**src/rtl/uart_rx_stdin.sv**
```systemverilog
// 8N1 serial receiver for the SoC stdin path: 2-FF synchroniser, mid-bit
// sampling FSM and a first-word-fall-through byte FIFO with valid/ready.
module uart_rx_stdin #(
  parameter int unsigned CLOCK_FREQUENCY = 50000000,
  parameter int unsigned BAUD_RATE       = 115200,
  parameter int unsigned FIFO_DEPTH      = 16
) (
  input  logic       clk,
  input  logic       rst_n,
  input  logic       rx,
  output logic [7:0] out_data,
  output logic       out_valid,
  input  logic       out_ready,
  output logic       framing_error,
  output logic       overrun
);

  localparam int unsigned BIT_TIME = CLOCK_FREQUENCY / BAUD_RATE;
  localparam int unsigned HALF     = BIT_TIME / 2;
  localparam int unsigned TMR_W    = $clog2(BIT_TIME);
  localparam int unsigned PTR_W    = $clog2(FIFO_DEPTH);
  localparam int unsigned CNT_W    = PTR_W + 1;

  typedef enum logic [2:0] {
    S_IDLE,
    S_START,
    S_DATA,
    S_STOP,
    S_BREAK
  } state_t;

  state_t             state, state_nxt;
  logic [TMR_W-1:0]   timer, timer_nxt;
  logic [2:0]         bit_idx, bit_idx_nxt;
  logic [7:0]         shreg, shreg_nxt;
  logic               rx_meta, rx_sync;
  logic               push_c, ferr_c;

  logic [7:0]         mem [FIFO_DEPTH];
  logic [CNT_W-1:0]   wr_ptr, rd_ptr;
  logic               full_c, pop_c, wr_en_c, ovr_c;

  // Two-flop synchroniser; idles high so reset never looks like a start bit
  always_ff @(posedge clk or negedge rst_n) begin
    if (!rst_n) begin
      rx_meta <= 1'b1;
      rx_sync <= 1'b1;
    end else begin
      rx_meta <= rx;
      rx_sync <= rx_meta;
    end
  end

  always_ff @(posedge clk or negedge rst_n) begin
    if (!rst_n) begin
      state   <= S_IDLE;
      timer   <= '0;
      bit_idx <= '0;
      shreg   <= '0;
    end else begin
      state   <= state_nxt;
      timer   <= timer_nxt;
      bit_idx <= bit_idx_nxt;
      shreg   <= shreg_nxt;
    end
  end

  always_comb begin
    state_nxt   = state;
    timer_nxt   = timer + TMR_W'(1);
    bit_idx_nxt = bit_idx;
    shreg_nxt   = shreg;
    push_c      = 1'b0;
    ferr_c      = 1'b0;
    case (state)
      S_IDLE: begin
        timer_nxt = '0;
        if (!rx_sync) state_nxt = S_START;
      end
      S_START: begin
        // Re-check at the middle of the start bit to reject line glitches
        if (timer == TMR_W'(HALF - 1)) begin
          timer_nxt = '0;
          if (!rx_sync) begin
            state_nxt   = S_DATA;
            bit_idx_nxt = '0;
          end else begin
            state_nxt = S_IDLE;
          end
        end
      end
      S_DATA: begin
        if (timer == TMR_W'(BIT_TIME - 1)) begin
          timer_nxt          = '0;
          shreg_nxt[bit_idx] = rx_sync;
          if (bit_idx == 3'd7) state_nxt = S_STOP;
          else bit_idx_nxt = bit_idx + 3'd1;
        end
      end
      S_STOP: begin
        if (timer == TMR_W'(BIT_TIME - 1)) begin
          timer_nxt = '0;
          if (rx_sync) begin
            push_c    = 1'b1;
            state_nxt = S_IDLE;
          end else begin
            ferr_c    = 1'b1;
            state_nxt = S_BREAK;
          end
        end
      end
      S_BREAK: begin
        timer_nxt = '0;
        if (rx_sync) state_nxt = S_IDLE;
      end
      default: begin
        state_nxt = S_IDLE;
        timer_nxt = '0;
      end
    endcase
  end

  // FIFO: a push into a full FIFO is accepted when the head leaves on the same edge
  assign out_valid = (wr_ptr != rd_ptr);
  assign full_c    = (wr_ptr[PTR_W] != rd_ptr[PTR_W]) &&
                     (wr_ptr[PTR_W-1:0] == rd_ptr[PTR_W-1:0]);
  assign pop_c     = out_valid & out_ready;
  assign wr_en_c   = push_c & (~full_c | pop_c);
  assign ovr_c     = push_c & full_c & ~pop_c;
  assign out_data  = mem[rd_ptr[PTR_W-1:0]];

  always_ff @(posedge clk or negedge rst_n) begin
    if (!rst_n) begin
      for (int unsigned i = 0; i < FIFO_DEPTH; i++) mem[i] <= '0;
    end else if (wr_en_c) begin
      mem[wr_ptr[PTR_W-1:0]] <= shreg;
    end
  end

  always_ff @(posedge clk or negedge rst_n) begin
    if (!rst_n) begin
      wr_ptr        <= '0;
      rd_ptr        <= '0;
      framing_error <= 1'b0;
      overrun       <= 1'b0;
    end else begin
      if (wr_en_c) wr_ptr <= wr_ptr + CNT_W'(1);
      if (pop_c)   rd_ptr <= rd_ptr + CNT_W'(1);
      framing_error <= ferr_c;
      overrun       <= ovr_c;
    end
  end

endmodule
```
**config.mk**
```make
export PLATFORM = sky130hd
export DESIGN_NAME = uart_rx_stdin
export DESIGN_NICKNAME = d
export VERILOG_FILES = /design/src/rtl/uart_rx_stdin.sv
export SDC_FILE = /design/constraint.sdc
export NUM_CORES = 1
export LEC_CHECK = 0
export CAP_MARGIN = 20
export CELL_PAD_IN_SITES_DETAIL_PLACEMENT = 0
export CELL_PAD_IN_SITES_GLOBAL_PLACEMENT = 1
export CORE_MARGIN = 10
export CORE_UTILIZATION = 34
export CTS_CLUSTER_SIZE = 25
export DETAILED_ROUTE_END_ITERATION = 7
export PLACE_DENSITY_LB_ADDON = 0.25
export REMOVE_ABC_BUFFERS = 1
export SETUP_SLACK_MARGIN = 0.2
export SYNTH_ARGS = -nofsm -noshare
export SYNTH_HDL_FRONTEND = slang
export SYNTH_SLANG_ARGS = --single-unit
```
**constraint.sdc**
```tcl
create_clock -name clk -period 7.1 [get_ports clk]
set_input_delay 1.065 -clock clk [delete_from_list [all_inputs] [get_ports clk]]
set_output_delay 1.065 -clock clk [all_outputs]
set_load 0.02 [all_outputs]
```
==> results of run 1 <==
[kinds of logic (layout without fill, tap and decap cells)]
kind of cell    after synthesis  in the layout
mux                         174            174
flops                       165            165
simple gates                 88             88
buf+inv                      51             69
compound gates               48             48
xor+xnor                     20             20
fa+ha+maj                    10             10
[final cells by class]
| type | instances | area, µm² | share of cell area, % |
|---|---|---|---|
| timing repair buffer | 22 | 205 | 2.16 |
| multi-input combinational | 340 | 4110 | 43.3 |
| clock buffer | 19 | 443 | 4.66 |
| tap | 324 | 405 | 4.27 |
| sequential | 165 | 4130 | 43.5 |
| inverter | 15 | 56.3 | 0.592 |
| clock inverter | 13 | 146 | 1.54 |
[worst paths after layout]
kind / start / end / slack, ns / cells after the start
worst min-delay path: rx_meta / rx_sync / 0.36 / 0
min in group asynchronous: rst_n / wr_ptr[2] / 0.76 / 1
worst max-delay path: rd_ptr[0] / out_data[5] / 2.74 / 6
max in group asynchronous: rst_n / mem[82] / 4.89 / 2
worst min register to register: rx_meta / rx_sync / 0.36 / 0
worst max register to register: timer[1] / mem[69] / 3.56 / 6
[through the flow]
stage | utilization (%) | hold WS, ns | power [mW] | instances | area [µm²]
floorplan | - | 0.345 | 1.30 | 520 | 8290
global placement | 36.4 | 0.349 | 1.49 | 865 | 8900
detailed placement | 36.4 | 0.347 | 1.49 | 865 | 8900
CTS | 38.8 | 0.357 | 2.43 | 897 | 9490
global route | 38.8 | 0.367 | 2.51 | 898 | 9500
finish | 38.8 | 0.355 | 2.39 | 898 | 9500
[cells in the final DEF, fill, tap and decap left out, types with 3 or more instances in the layout]
cell	Yosys	final
buf_4	5	7
a211oi_1	13	13
xor2_1	9	9
inv_1	14	14
nor3_1	3	3
a21oi_1	3	3
nor2b_1	8	8
ha_1	10	10
inv_6	0	5
clkdlybuf4s50_1	0	13
mux4_2	32	32
mux2_4	88	88
a31oi_1	8	8
mux2_2	51	51
xnor2_1	8	8
a2111oi_4	16	16
nand2b_1	3	3
nand2_1	26	26
and4b_1	4	4
dfrtp_1	163	162
clkbuf_16	0	17
nand3_1	12	11
nor2_1	19	18
mux2i_1	3	3
[worst reg2reg max path: stages, from the launching register on]
cell	delay [ns]
dfrtp_1	0.40
inv_1	0.09
ha_1	0.15
and4bb_2	0.32
nand3_2	0.74
a2111oi_4	1.29
mux2_2	0.43
[state kept, by name, indices dropped and copies added (netlist names)]
register       flops
bit_idx            3
framing_error      1
mem              128
overrun            1
rd_ptr             5
rx_meta            1
rx_sync            1
shreg              8
state              3
timer              9
wr_ptr             5
[power by group through the flow]
stage	combinational [mW]	sequential [mW]	clock [mW]
global route	0.494	1.01	1.00
global placement	0.464	1.03	0
finish	0.454	1.01	0.927
CTS	0.466	1.01	0.952
floorplan	0.225	1.08	0
detailed placement	0.465	1.03	0
[per-layer routing]
layer	vias to the layer above	global-route usage, %
met5	-	0
met2	52	19.7
met4	0	3.51
li1	2059	-
met3	18	2.55
met1	2459	16.4
[Yosys cell counts, types with 2 or more instances]
cell type / number / share of area (%)
mux2_2: 51 / 6.8
a211oi_1: 13 / 1.2
a31oi_1: 8 / 0.59
a21oi_1: 3 / 0.18
and2b_1: 2 / 0.18
o31a_1: 2 / 0.21
mux4_2: 32 / 8.5
nor3_1: 3 / 0.18
buf_6: 2 / 0.27
nand3_1: 12 / 0.71
buf_1: 7 / 0.31
nand4_1: 2 / 0.15
nor3b_1: 2 / 0.18
ha_1: 10 / 1.5
nand2b_1: 3 / 0.22
mux2i_1: 3 / 0.35
inv_1: 14 / 0.62
and4b_1: 4 / 0.47
nand2_1: 26 / 1.2
clkbuf_1: 15 / 0.66
buf_4: 5 / 0.44
dfrtp_1: 163 / 48
nor2_1: 19 / 0.84
xnor2_1: 8 / 0.83
a2111oi_4: 16 / 5.2
xor2_1: 9 / 0.93
mux2_4: 88 / 16
buf_2: 6 / 0.35
dfstp_2: 2 / 0.62
xor2_2: 2 / 0.38
nor2b_1: 8 / 0.59
==> out/metrics.cfg, run 1 <==
[logic_synthesis]
syn-cell-area_um2=8480
seq_area_frac_synth_pct=48.7
ys_async_sr_fraction_pct=100
synth_ff_type=dfrtp_1
synth_top_family_by_area=multiplexers
synth_area_per_cell_um2=15.3
ys_ff_latch=165
synth.distinct_cells=47
synth_xor_area_share_pct=2.33
synth-simple-area-share_pct=5.49
synth_warnings=0
synth_compound_area_share_pct=7.86
synthMuxAreaShare_pct=31.2
yosys.area_share.adder_pct=1.48
syn_inst=556
synth_edf_count=0

[drt]
drtAntennaViolNets=0
wirelength_um=18400
top_layer=met4
routedWlPerCell_um=20.5
drcViolationCount=0
met3_wirelength_um=482
vias_per_cell=5.11
first_iter_violations=269
wl_met2_um=9080
first_pass_iters=4
m1WireLength_um=8610
vias=4588

[timing]
rsz0062_at_grt=no
slew_headroom_pct=24.0
maxSlewViolCount=0
fmax_mhz=229
max_slew.worst_pin.slew_ns=1.14
tns_ns=0
hold_viol_final=0
skew_ns=0.0127
min_period_ns=4.36
period_share_pct=61.4
setup_slack_ns=2.74
setup_viol_count_final=0

[pwr]
p_sw_mw=0.730
clkPwrFrac_pct=38.8
irDropWorstVdd_v=0.000160
power_density_nw_per_um2=251
pwr-share-comb_pct=19.0
p_int_mw=1.66
seqPwrFrac_pct=42.1
netSwitchingFraction_pct=30.6
power.leakage_nw=4.08

[global_route]
grt_first_pass_wirelength_um=30000
grt_pass1_vias=4961
grt_start_max_net_pins=100
antenna_found_initial=0
grtUsageTotal_pct=12.3
overflow=0

[placement]
pre_cts_ws_ns=3.11
io_buffers=14
hpwl_um=11700
gp_congestion=0.766

[cts]
hold_buffers=0
cts_sinks=165
cts.clk_slew.worst_paths_ns=0.07
root_buffer=clkbuf_16
cts_buffer_depth=2
post_cts_buffers=0
ctsHtreeMaxLevel=4
cts_tree=built
cts_resized=0
clk-insertion-delay-late_ns=0.42
cts_buffers=17

[critical_path]
cp-start-kind=register
end_kind=output pin
required_ns=6.03
critPathKind=register to output pin
slowest_stage=dfrtp_2
crit_chain=buf_4 > mux4_2 > nor2b_1 > a211oi_1 > a31oi_1 > clkdlybuf4s50_1
critPathMaxStageDelay_ns=0.65
arrival_ns=3.29
crit_buf_inv=2
crit_fanout=24
path_delay_family=buffers and inverters

[floorplanning]
die_area_um2=31700
die_h_um=178
die_w_um=178
core-area_um2=24500
start_util_pct=34.7
io_pins=15
rows=57

[layout]
fillCellCount=2259
antenna_cells=0
area_delta_synth_final_pct=12.0
nets=575
drive_gt1_share_pct=41.5

[worst_hold_path]
hp-class=register to register

[status]
status=complete, no violations

[run]
cap_violations=0

No activity file was read; power rests on OpenSTA's default activity.
==> run 2, diff against run 1 <==
clock period = 4 ns   (was 7.1 ns; I/O delays follow)
==> run 2 against run 1 <==
  * Register-to-register slack worse by 2.5 ns
  * Critical endpoint is now out_data[3]
  * Cell area increased by 1.9%
  * Wire length is 1.5% lower
  * Clock-buffer cell count fell by 2
  * Non-clock buffer count rose by 14
  * Via count up 0.85%
  * Die area unchanged
  * Utilization rose by 0.75 points
==> out/metrics.cfg, run 2 (synthesis gave the netlist of run 1 again) <==
[critical_path]
crit_fanout=14  ; was 24
crit_chain=mux4_2 > nor2b_1 > a211oi_1 > a31oi_1 > clkdlybuf4s50_1  ; was buf_4 > mux4_2 > nor2b_1 > a211oi_1 > a31oi_1 > clkdlybuf4s50_1
cp-start-kind=register  ; unchanged
r2r_start=rd_ptr[1]  ; was timer[1]
r2r_slack_ns=1.10  ; was 3.56 ns
endpoint=out_data[3]  ; was out_data[5]
rr_worst_depth=5  ; was 6
critPathKind=register to output pin  ; unchanged
arrival_ns=2.91  ; was 3.29 ns
crit_start=rd_ptr[2]  ; was rd_ptr[0]
end_kind=output pin  ; unchanged
rr_endpoint=mem[31]  ; was mem[69]
slowest_stage=dfrtp_1  ; was dfrtp_2
critPathMaxStageDelay_ns=0.87  ; was 0.65 ns
required_ns=3.40  ; was 6.03 ns

[placement]
io_buffers=14  ; unchanged
gp_congestion=0.781  ; was 0.766
placed_cells=880  ; was 865
hpwl_um=11700  ; about the same

[pwr]
irDropWorstVdd_v=0.000245  ; was 0.000160 V
clkPwrFrac_pct=39.5  ; was 38.8%
netSwitchingFraction_pct=30.5  ; was 30.6%
pwr-share-comb_pct=19.6  ; was 19.0%
power.leakage_nw=4.18  ; was 4.08 nW
p_sw_mw=1.34  ; was 0.730 mW
seqPwrFrac_pct=40.9  ; was 42.1%
power_mw=4.40  ; was 2.39 mW
power_density_nw_per_um2=454  ; was 251 nW/µm²
p_int_mw=3.06  ; was 1.66 mW

[timing]
fmax_mhz=285
max_slew.worst_pin.slew_ns=1.10  ; was 1.14 ns
slew_headroom_pct=27.0  ; was 24.0%
setup_viol_count_final=0  ; unchanged
rsz0062_at_grt=no  ; unchanged
skew_ns=0.0114  ; was 0.0127 ns
min_period_ns=3.51
maxSlewViolCount=0  ; unchanged
period_share_pct=87.7
hold_viol_final=0  ; unchanged

[floorplanning]
rows=57  ; unchanged
die_h_um=178  ; unchanged
die_area_um2=31700  ; unchanged
core-area_um2=24500  ; unchanged
start_util_pct=34.7  ; unchanged
die_w_um=178  ; unchanged
io_pins=15  ; unchanged

[layout]
nets=589  ; was 575
final_common_cell=dfrtp_1  ; unchanged
regMostFlops=mem  ; unchanged
largest_reg_flops=128  ; unchanged
area_delta_synth_final_pct=14.2  ; was 12.0%
reg.largest.list=mem: 128 flops, timer: 9 flops, shreg: 8 flops  ; unchanged
drive_gt1_share_pct=43.0  ; was 41.5%
antenna_cells=0  ; unchanged
fin_util_pct=39.6  ; was 38.8%
mostFrequentLayoutCells=162 x dfrtp_1, 88 x mux2_4, 51 x mux2_2, 32 x mux4_2, 26 x nand2_1  ; unchanged
stdcell_count=912  ; was 898

[cts]
cts_buffer_depth=2  ; unchanged
cts.clk_slew.worst_paths_ns=0.07  ; about the same
hold_buffers=0  ; unchanged
cts_buffers=17  ; unchanged
post_cts_buffers=0  ; unchanged
cts_resized=0  ; unchanged
clk-insertion-delay-late_ns=0.42  ; about the same
cts_tree=built  ; unchanged
ctsHtreeMaxLevel=4  ; unchanged
cts_sinks=165  ; unchanged
root_buffer=clkbuf_16  ; unchanged

[drt]
first_iter_violations=212  ; was 269
drtAntennaViolNets=0  ; unchanged
routedWlPerCell_um=19.9  ; was 20.5 µm
vias=4627  ; was 4588
vias_per_cell=5.07  ; was 5.11
drcViolationCount=0  ; unchanged
wirelength_um=18100  ; was 18400 µm
first_pass_iters=4  ; unchanged

[global_route]
grtUsageTotal_pct=12.0  ; was 12.3%
grt_pass1_vias=5106  ; was 4961
grt_first_pass_wirelength_um=29800  ; was 30000 µm
overflow=0  ; unchanged
antenna_found_initial=0  ; unchanged
grt_start_max_net_pins=97  ; was 100

[status]
status=complete, no violations  ; unchanged

[worst_hold_path]
hp-class=input port to async pin  ; was register to register

[run]
cap_violations=0  ; unchanged

## run 2: area by class of cell
| type | count | area (µm²) |
|---|---|---|
| fill | 2249 | 14800 |
| tap | 324 | 405 |
| inverter | 15 | 56.3 |
| multi-input combinational | 340 | 4110 |
| clock buffer | 17 | 425 |
| sequential | 165 | 4130 |
| timing repair buffer | 36 | 357 |
| clock inverter | 15 | 195 |
## run 2: critical path, delay by kind of cell (launching register included)
family	cells	cell delay [ns]
compound gates	2	0.47
simple gates	1	0.16
flops	1	0.87
buf+inv	1	0.57
mux	1	0.41
## run 2: through the flow
stage | cell area [µm²] | hold slack [ns] | setup TNS (ns) | setup WS, ns
global placement | 9060 | 0.348 | 0 | 0.931
CTS | 9690 | 0.206 | 0 | 0.452
global route | 9690 | 0.232 | 0 | 0.363
floorplan | 8290 | 0.304 | -42.58 | -0.463
finish | 9690 | 0.185 | 0 | 0.493
detailed placement | 9060 | 0.347 | 0 | 0.924
## run 2: power groups by stage
stage | clock network (mW) | logic [mW] | registers, mW
floorplan | 0 | 0.399 | 1.91
global placement | 0 | 0.875 | 1.83
detailed placement | 0 | 0.878 | 1.83
CTS | 1.79 | 0.880 | 1.80
global route | 1.86 | 0.925 | 1.81
finish | 1.74 | 0.861 | 1.80
## run 2: worst min-delay path by stage
stage          depth (start not counted)          to  slack (ns)     from
2_1_floorplan                          0  bit_idx[0]        0.30    rst_n
3_3_place_gp                           0     rx_sync        0.35  rx_meta
3_5_place_dp                           0     rx_sync        0.35  rx_meta
4_1_cts                                1   wr_ptr[2]        0.21    rst_n
5_1_grt                                1   wr_ptr[2]        0.23    rst_n
6_report                               1   wr_ptr[2]        0.19    rst_n
## run 2: per-layer routing
| metal | up-vias | part of all wire [%] | global-route usage (%) |
|---|---|---|---|
| met2 | 47 | 49 | 19.6 |
| met1 | 2483 | 48 | 16.0 |
| met3 | 14 | 2.1 | 2.53 |
| met4 | 0 | 1.1 | 3.16 |
| li1 | 2083 | - | - |
| met5 | - | 0 | 0 |
